`src/rtl/cpu_sequencer_if.sv`:
```
// Handshake/control bundle between the RV32I multi-cycle sequencer and the
// decoder, memories and datapath strobes. The sequencer uses the master side.
interface cpu_sequencer_if;
  // inputs to the sequencer
  logic       imem_ready;
  logic       dmem_ready;
  logic       load_memory;
  logic       store_memory;
  logic       reg_we;
  logic       ebreak;
  // outputs from the sequencer
  logic       imem_req;
  logic       ir_we;
  logic       dmem_req;
  logic       dmem_we;
  logic       rf_we;
  logic       pc_we;
  logic       halted;
  logic       bus_error;
  logic [2:0] state_o;

  modport master (
    input  imem_ready, dmem_ready, load_memory, store_memory, reg_we, ebreak,
    output imem_req, ir_we, dmem_req, dmem_we, rf_we, pc_we, halted, bus_error,
           state_o
  );

  modport slave (
    output imem_ready, dmem_ready, load_memory, store_memory, reg_we, ebreak,
    input  imem_req, ir_we, dmem_req, dmem_we, rf_we, pc_we, halted, bus_error,
           state_o
  );
endinterface

```
`src/rtl/cpu_sequencer.sv`:
```
// Multi-cycle control FSM for the RV32I core:
// FETCH -> DECODE -> EXECUTE -> [MEM] -> WRITEBACK, with sticky HALT (ebreak)
// and ERROR (memory watchdog expiry).
// Optional feature macro: SEQ_PERF_COUNTERS_EN adds cycle/instret counters.
module cpu_sequencer #(
  parameter int unsigned TIMEOUT_CYCLES = 255,  // 0 disables the watchdog
  parameter int unsigned COUNTER_W      = 32
) (
  input  logic                 clk,
  input  logic                 rst_n,
  cpu_sequencer_if.master      bus
`ifdef SEQ_PERF_COUNTERS_EN
  ,
  output logic [COUNTER_W-1:0] cycle_count,
  output logic [COUNTER_W-1:0] instret_count
`endif
);

  typedef enum logic [2:0] {
    S_FETCH   = 3'd0,
    S_DECODE  = 3'd1,
    S_EXECUTE = 3'd2,
    S_MEM     = 3'd3,
    S_WB      = 3'd4,
    S_HALT    = 3'd5,
    S_ERROR   = 3'd6
  } state_e;

  // Counter only has to reach TIMEOUT_CYCLES-1: the last wait cycle goes
  // straight to ERROR instead of incrementing.
  localparam int unsigned WAIT_W = (TIMEOUT_CYCLES > 1) ? $clog2(TIMEOUT_CYCLES) : 1;
  localparam bit          WD_EN  = (TIMEOUT_CYCLES != 0);
  localparam logic [WAIT_W-1:0] WAIT_LAST =
    WD_EN ? WAIT_W'(TIMEOUT_CYCLES - 1) : '0;

  state_e            state_q, state_d;
  logic [WAIT_W-1:0] wait_q, wait_d;

  // State and watchdog registers
  always_ff @(posedge clk or negedge rst_n) begin
    if (!rst_n) begin
      state_q <= S_FETCH;
      wait_q  <= '0;
    end else begin
      state_q <= state_d;
      wait_q  <= wait_d;
    end
  end

  // Next-state logic; a ready arriving on the expiry cycle still completes
  always_comb begin
    state_d = state_q;
    wait_d  = wait_q;
    unique case (state_q)
      S_FETCH: begin
        if (bus.imem_ready) begin
          state_d = S_DECODE;
          wait_d  = '0;
        end else if (WD_EN && wait_q == WAIT_LAST) begin
          state_d = S_ERROR;
          wait_d  = '0;
        end else if (WD_EN) begin
          wait_d = wait_q + 1'b1;
        end
      end
      S_DECODE:  state_d = bus.ebreak ? S_HALT : S_EXECUTE;
      S_EXECUTE: state_d = (bus.load_memory || bus.store_memory) ? S_MEM : S_WB;
      S_MEM: begin
        if (bus.dmem_ready) begin
          state_d = S_WB;
          wait_d  = '0;
        end else if (WD_EN && wait_q == WAIT_LAST) begin
          state_d = S_ERROR;
          wait_d  = '0;
        end else if (WD_EN) begin
          wait_d = wait_q + 1'b1;
        end
      end
      S_WB:    state_d = S_FETCH;
      S_HALT:  state_d = S_HALT;
      S_ERROR: state_d = S_ERROR;
      default: begin
        state_d = S_FETCH;
        wait_d  = '0;
      end
    endcase
  end

  // Output decodes. Requests depend only on state; rst_n gates imem_req so it
  // drops immediately on reset even though the reset state is FETCH. ir_we
  // is the single-cycle IR capture strobe taken in the imem_ready cycle.
  always_comb begin
    bus.imem_req  = rst_n && (state_q == S_FETCH);
    bus.ir_we     = rst_n && (state_q == S_FETCH) && bus.imem_ready;
    bus.dmem_req  = (state_q == S_MEM);
    bus.dmem_we   = (state_q == S_MEM) && bus.store_memory;
    bus.rf_we     = (state_q == S_WB) && bus.reg_we;
    bus.pc_we     = (state_q == S_WB);
    bus.halted    = (state_q == S_HALT);
    bus.bus_error = (state_q == S_ERROR);
    bus.state_o   = state_q;
  end

`ifdef SEQ_PERF_COUNTERS_EN
  logic [COUNTER_W-1:0] cycle_q, instret_q;

  // Free-running cycle counter and retire counter (retire = WRITEBACK cycle)
  always_ff @(posedge clk or negedge rst_n) begin
    if (!rst_n) begin
      cycle_q   <= '0;
      instret_q <= '0;
    end else begin
      cycle_q <= cycle_q + 1'b1;
      if (state_q == S_WB) instret_q <= instret_q + 1'b1;
    end
  end

  assign cycle_count   = cycle_q;
  assign instret_count = instret_q;
`endif

endmodule

```
`src/flat_wrapper.sv`:
```
// flat-port wrapper written by rule: the top's interface ports become plain ports
module cpu_sequencer_flat 
#(
  parameter int unsigned TIMEOUT_CYCLES = 255,                            
  parameter int unsigned COUNTER_W      = 32
)
  (clk, rst_n, bus_imem_ready, bus_dmem_ready, bus_load_memory, bus_store_memory, bus_reg_we, bus_ebreak, bus_imem_req, bus_ir_we, bus_dmem_req, bus_dmem_we, bus_rf_we, bus_pc_we, bus_halted, bus_bus_error, bus_state_o);
  cpu_sequencer_if bus_i ();
  input  logic clk;
  input  logic rst_n;
  input wire logic [$bits(bus_i.imem_ready)-1:0] bus_imem_ready;
  input wire logic [$bits(bus_i.dmem_ready)-1:0] bus_dmem_ready;
  input wire logic [$bits(bus_i.load_memory)-1:0] bus_load_memory;
  input wire logic [$bits(bus_i.store_memory)-1:0] bus_store_memory;
  input wire logic [$bits(bus_i.reg_we)-1:0] bus_reg_we;
  input wire logic [$bits(bus_i.ebreak)-1:0] bus_ebreak;
  output wire logic [$bits(bus_i.imem_req)-1:0] bus_imem_req;
  output wire logic [$bits(bus_i.ir_we)-1:0] bus_ir_we;
  output wire logic [$bits(bus_i.dmem_req)-1:0] bus_dmem_req;
  output wire logic [$bits(bus_i.dmem_we)-1:0] bus_dmem_we;
  output wire logic [$bits(bus_i.rf_we)-1:0] bus_rf_we;
  output wire logic [$bits(bus_i.pc_we)-1:0] bus_pc_we;
  output wire logic [$bits(bus_i.halted)-1:0] bus_halted;
  output wire logic [$bits(bus_i.bus_error)-1:0] bus_bus_error;
  output wire logic [$bits(bus_i.state_o)-1:0] bus_state_o;
  assign bus_i.imem_ready = bus_imem_ready;
  assign bus_i.dmem_ready = bus_dmem_ready;
  assign bus_i.load_memory = bus_load_memory;
  assign bus_i.store_memory = bus_store_memory;
  assign bus_i.reg_we = bus_reg_we;
  assign bus_i.ebreak = bus_ebreak;
  assign bus_imem_req = bus_i.imem_req;
  assign bus_ir_we = bus_i.ir_we;
  assign bus_dmem_req = bus_i.dmem_req;
  assign bus_dmem_we = bus_i.dmem_we;
  assign bus_rf_we = bus_i.rf_we;
  assign bus_pc_we = bus_i.pc_we;
  assign bus_halted = bus_i.halted;
  assign bus_bus_error = bus_i.bus_error;
  assign bus_state_o = bus_i.state_o;
  cpu_sequencer #(.TIMEOUT_CYCLES(TIMEOUT_CYCLES), .COUNTER_W(COUNTER_W)) u_core (.clk(clk), .rst_n(rst_n), .bus(bus_i));
endmodule
```
`config.mk`:
```
export PLATFORM = sky130hd
export DESIGN_NAME = cpu_sequencer_flat
export DESIGN_NICKNAME = d
export VERILOG_FILES = /design/src/rtl/cpu_sequencer_if.sv /design/src/rtl/cpu_sequencer.sv /design/src/flat_wrapper.sv
export SDC_FILE = /design/constraint.sdc
export NUM_CORES = 1
export LEC_CHECK = 0
export ABC_CLOCK_PERIOD_IN_PS = 2700
export BUFFER_PORTS_ARGS = -buffer_cell sky130_fd_sc_hd__buf_2
export CAP_MARGIN = 10
export CORE_ASPECT_RATIO = 1.4
export CORE_MARGIN = 5
export CORE_UTILIZATION = 35
export CTS_CLUSTER_SIZE = 8
export DETAILED_ROUTE_END_ITERATION = 16
export PLACE_DENSITY_LB_ADDON = 0.15
export SETUP_SLACK_MARGIN = 0.05
export SYNTH_ARGS = -nofsm -noshare
export SYNTH_HDL_FRONTEND = slang
export SYNTH_SLANG_ARGS = --single-unit
```
`constraint.sdc`:
```
create_clock -name clk -period 2.7 [get_ports clk]
set_input_delay 0.27 -clock clk [delete_from_list [all_inputs] [get_ports clk]]
set_output_delay 0.27 -clock clk [all_outputs]
set_load 0.005 [all_outputs]
```
* Word-level counts from Yosys, hierarchy flattened *
Cells that the tools add are included.

operators by class
  $add $sub $neg = 1
  eq/ne operators = 7
  muxes and demuxes = 10
  reductions and logical operators = 7

operators with widths
  kind                                                                    count
  8-bit two-way mux                                                       3
  8-bit one-hot mux with 3 select lines                                   1
  3-bit one-hot mux with 6 select lines                                   1
  3-bit two-way mux                                                       5
  3-bit equality test (second input constant)                             3
  8-bit by 1-bit adder with 8-bit output (second input constant)          1
  8-bit equality test (second input constant)                             1
  3-bit by 2-bit equality test with 1-bit output (second input constant)  2
  5-bit OR reduction                                                      1
  1-bit logical AND                                                       4
  3-bit by 1-bit equality test with 1-bit output (second input constant)  1
  3-bit zero test                                                         1
  1-bit logical OR                                                        1

storage, ports and cells
  register bits after elaboration = 11
  output and inout bits = 11
  logic and storage cells = 27

* Logic depth before layout (Yosys ltp) *
  depth after elaboration = 4
  mapped depth = 6

* Worst setup path before layout *
OpenSTA, ideal clock, no wires.

  path type = register -> register
  from = reg u_core.state_q[1], in the netlist u_core.bus.state_o[1]
  to = reg u_core.wait_q[2]
  library setup time = 126 ps
  arrival time = 1,314 ps
  required time = 2,574 ps
  path slack = 1,260 ps
  cell stages (with the launch flop) = 6
  cells stage by stage = dfrtp_1 -> buf_2 -> nor3_1 -> nor2_1 -> a21oi_2 -> nor2_1

between the ends
  cells in the longest elaborated chain, start to end = 3

ends and longest elaborated chain
  item                                               RTL line             RTL
  start: declaration                                 cpu_sequencer.sv:36  state_e state_q, state_d;
  start signal: assignment                           cpu_sequencer.sv:45  state_q <= state_d;
  3-bit equality test, or another cell as far along  cpu_sequencer.sv:54  unique case (state_q)
  5-bit OR reduction (no line)                       -
  8-bit one-hot mux with 3 select lines              cpu_sequencer.sv:54
  end signal: assignment                             cpu_sequencer.sv:46  wait_q <= wait_d;
  end: declaration                                   cpu_sequencer.sv:37  logic [WAIT_W-1:0] wait_q, wait_d;

Several ways; a longest one is shown, not always the timed one.
A chain may end at the register's enable or synchronous reset.

* Worst setup path in the final report *
  from = reg u_core.state_q[2], in the netlist u_core.bus.state_o[2]
  to = out bus_ir_we

between the ends
  cells in the longest elaborated chain, start to end = 3

ends and longest elaborated chain
  item                             RTL line             RTL
  3-bit zero test                  cpu_sequencer.sv:94  bus.ir_we = rst_n && (state_q == S_FETCH) && bus.imem_ready;
  1-bit logical AND (2 in series)  cpu_sequencer.sv:94
  end: declaration                 flat_wrapper.sv:18   output wire logic [$bits(bus_i.ir_we)-1:0] bus_ir_we;

No other way between the ends.

==> impl_metrics.json <==
{
  "ys_async_sr_fraction_pct": 100.0,
  "yosys-top-cells-area": "sky130_fd_sc_hd__dfrtp_1 (39%), sky130_fd_sc_hd__nor2_1 (6.3%), sky130_fd_sc_hd__and2_1 (5.3%)",
  "synth_top_flop_cell": "sky130_fd_sc_hd__dfrtp_1",
  "reg2reg_setup_slack_ps": 1030,
  "reg2reg_to": "u_core.wait_q[4]$_DFFE_PN0N_",
  "finalSetupTns_ps": 0,
  "fin_util_pct": 43.32,
  "fillers": 226,
  "clockBufferDepth": 2,
  "clock_sinks": 11,
  "numCtsBuffers": 3,
  "synthesis.instances": 82,
  "fin_crit_ps": 1925,
  "timing.final.crit_share_pct": 71.30,
  "slowest_delay_ps": 520,
  "nNetsFinal": 113,
  "synth_enable_flop_cells": 0,
  "cp.arrival_ps": 1660,
  "hold_class": "input port to flip-flop",
  "initialDrtViolationCount": 1,
  "worst_r2r_startpoint": "u_core.bus.state_o[2]$_DFF_PN0_",
  "syn-cell-area_sq_um": 711.9,
  "critical_path.startpoint": "u_core.bus.state_o[2]$_DFF_PN0_",
  "maxSlewHeadroom_pct": 64.59,
  "crit_buf_inv": 1,
  "synth-seq-cells": 11,
  "ys_warn_count": 0,
  "slowest_stage": "sky130_fd_sc_hd__nor3_1",
  "route.detailed.drc": 0,
  "cp_cell_sequence": "nor3_1 -> and3_1 -> buf_2",
  "cp_max_fo": 14,
  "sum_of_net_half_perimeters_after_detailed_placement_microns": 1341,
  "insertedDiodeCount": 0,
  "root_buffer": "sky130_fd_sc_hd__clkbuf_4",
  "timing_hold_violations_final": 0,
  "ys_top_cells_by_count": "sky130_fd_sc_hd__nor2_1 (12), sky130_fd_sc_hd__dfrtp_1 (11), sky130_fd_sc_hd__nand2_1 (7)",
  "cts_htree_levels": 1,
  "grt_max_degree": 15,
  "max_clock_skew_ps": 2.874,
  "drv_cap": 0,
  "die_height_microns": 63.37,
  "cp_num_cells": 3,
  "route.final.wire_length_microns": 1689,
  "port_buffers": 18,
  "yosysUniqueCellTypes": 33,
  "critical_path.endpoint": "bus_ir_we",
  "overflow": 0,
  "path_clk_slew_ps": 70,
  "worst_pin_slew_ps": 527.0,
  "setup_fix_buffers_added_after_clock_tree_synthesis": 0,
  "worst-r2r-cell-count": 4,
  "core_sq_um": 1949,
  "yosysSeqAreaShare_pct": 38.66,
  "critical_path.endpoint_type": "output port",
  "clock_latency_ps": 270,
  "status": "finished clean",
  "synthMostInstantiatedCell": "sky130_fd_sc_hd__nor2_1",
  "drive_gt1_share_pct": 23.53,
  "slew_viol_final": 0,
  "crit_required_ps": 2430,
  "first_global_vias": 714,
  "setup_repair_after_global_routing_missed_its_margin": "no",
  "criticalPathCategory": "flip-flop to output port",
  "initial_core_util_pct": 36.52,
  "number_of_antenna_violations_at_the_first_check_in_global_routing": 0,
  "grt_pass1_wl_microns": 3139,
  "routed_via_density": 5.407,
  "synth.avg_cell_area_sq_um": 8.682,
  "placed_cells_incl_taps": 118,
  "number_of_placed_i_o_pins": 19,
  "layout.cells.non_filler": 123,
  "dr_total_vias": 665,
  "die_area_sq_um": 3049,
  "groute.usage.overall_pct": 14.08,
  "cp_top_family": "simple AND/OR/NAND/NOR gates",
  "number_of_nets_produced_by_synthesis": 92,
  "yosysTopAreaCellShare_pct": 38.66,
  "dr.pass1.iters": 2,
  "tritoncts": "built",
  "routed_wire_length_per_instance_microns": 13.73,
  "chipWidth_microns": 48.12,
  "leakage_power_summed_over_all_cells_nw": 0.3908,
  "areaGrowthSynthToFinish_pct": 18.63,
  "detail-route-antenna-nets": 0,
  "timing.fmax_ghz": 0.5194,
  "ir_worst_vdd_v": 0.0003620,
  "synth_top_cell_by_area": "sky130_fd_sc_hd__dfrtp_1",
  "power.total_mw": 0.6884,
  "gp_congestion": 0.7229,
  "setup-violations-final": 0,
  "critical_path_start_type": "flip-flop",
  "p_per_area_nw_per_um2": 815.1,
  "rows": 19
}
## cell usage in the layout, fill, tap and decap left out, drive strengths merged
| master | instances |
|---|---|
| buf | 18 |
| nor2 | 12 |
| dfrtp | 11 |
| nand2 | 7 |
| and2 | 6 |
| o21ai | 6 |
| a21oi | 4 |
| clkbuf | 4 |
| xor2 | 3 |
| xnor2 | 3 |
| nand3 | 2 |
| nand3b | 2 |
| and3 | 2 |
| o2111ai | 2 |
| a211oi | 2 |
| ha | 2 |
| or3 | 2 |
| inv | 1 |
| nor2b | 1 |
| and2b | 1 |
| nand4 | 1 |
| or2 | 1 |
| o311ai | 1 |
| a221oi | 1 |
| nor4 | 1 |
| o22ai | 1 |
| a22oi | 1 |
| nor3b | 1 |
| o31a | 1 |
| nor3 | 1 |
| dlygate4sd3 | 1 |
## sequential cells by signal, indices dropped and copies added, names as in the netlist
register / cells
u_core.bus.state_o: 3
u_core.wait_q: 8
## where the power goes
group | switching (mW) | total, mW | internal, mW | leakage [nW]
Combinational | 0.161 | 0.293 | 0.132 | 0.229
Sequential | 0.0807 | 0.282 | 0.202 | 0.147
Clock | 0.0556 | 0.113 | 0.0572 | 0.0150
## metal layers
metal	global-route usage, %	wire, microns
met3	3.134	85
met4	7.071	19
met2	22.52	869
met5	0	0
met1	16.64	714
## stage by stage
step	worst slack [ps]	hold WS, ps	area, sq um
3_3_place_gp	1087	167.2	808.3
2_1_floorplan	1260	-25.59	711.9
4_1_cts	766.6	318.6	844.6
6_report	774.9	322.3	844.6
3_5_place_dp	1033	168.2	808.3
5_1_grt	644.2	329.4	844.6
## what timing repair did
action	CTS	global route
resized for setup	0	0
endpoints found under the hold margin	11	0
hold buffers	1	0
## layout make-up
class | count | area [sq um] | share of cell area, %
Timing Repair Buffer | 19 | 100.1 | 11.85
Clock buffer | 4 | 26.28 | 3.111
Inverter | 1 | 3.754 | 0.4444
Multi-Input combinational cell | 67 | 412.9 | 48.89
Sequential cell | 11 | 275.3 | 32.59
Tap cell | 21 | 26.28 | 3.111
## how the worst min path moves through the flow
stage	start	to	slack (ps)	cells past startpoint
6_report	bus_ebreak	u_core.bus.state_o[0]$_DFF_PN0_	320	3
5_1_grt	bus_ebreak	u_core.bus.state_o[0]$_DFF_PN0_	330	3
4_1_cts	bus_load_memory	u_core.bus.state_o[1]$_DFF_PN0_	320	4
3_5_place_dp	rst_n	u_core.wait_q[5]$_DFFE_PN0N_	170	1
3_3_place_gp	rst_n	u_core.wait_q[5]$_DFFE_PN0N_	170	1
2_1_floorplan	rst_n	u_core.bus.state_o[0]$_DFF_PN0_	-30	0
## tightest hold or removal path: stages
cell and delay (ps):
sky130_fd_sc_hd__buf_2 110, sky130_fd_sc_hd__o21ai_0 70, sky130_fd_sc_hd__o311ai_0 100
## cell families (layout without fill, tap and decap cells)
kind of cell,Yosys count,in the layout,synth area share (%)
AND/OR/NAND/NOR,40,40,29.35
AO/OA/AOI/OAI,19,19,17.75
flip-flops,11,11,38.66
XOR/XNOR,6,6,7.383
buffers and inverters,4,24,3.337
adder cells (fa/ha/maj),2,2,3.514
No activity file was read; power rests on OpenSTA's default activity.
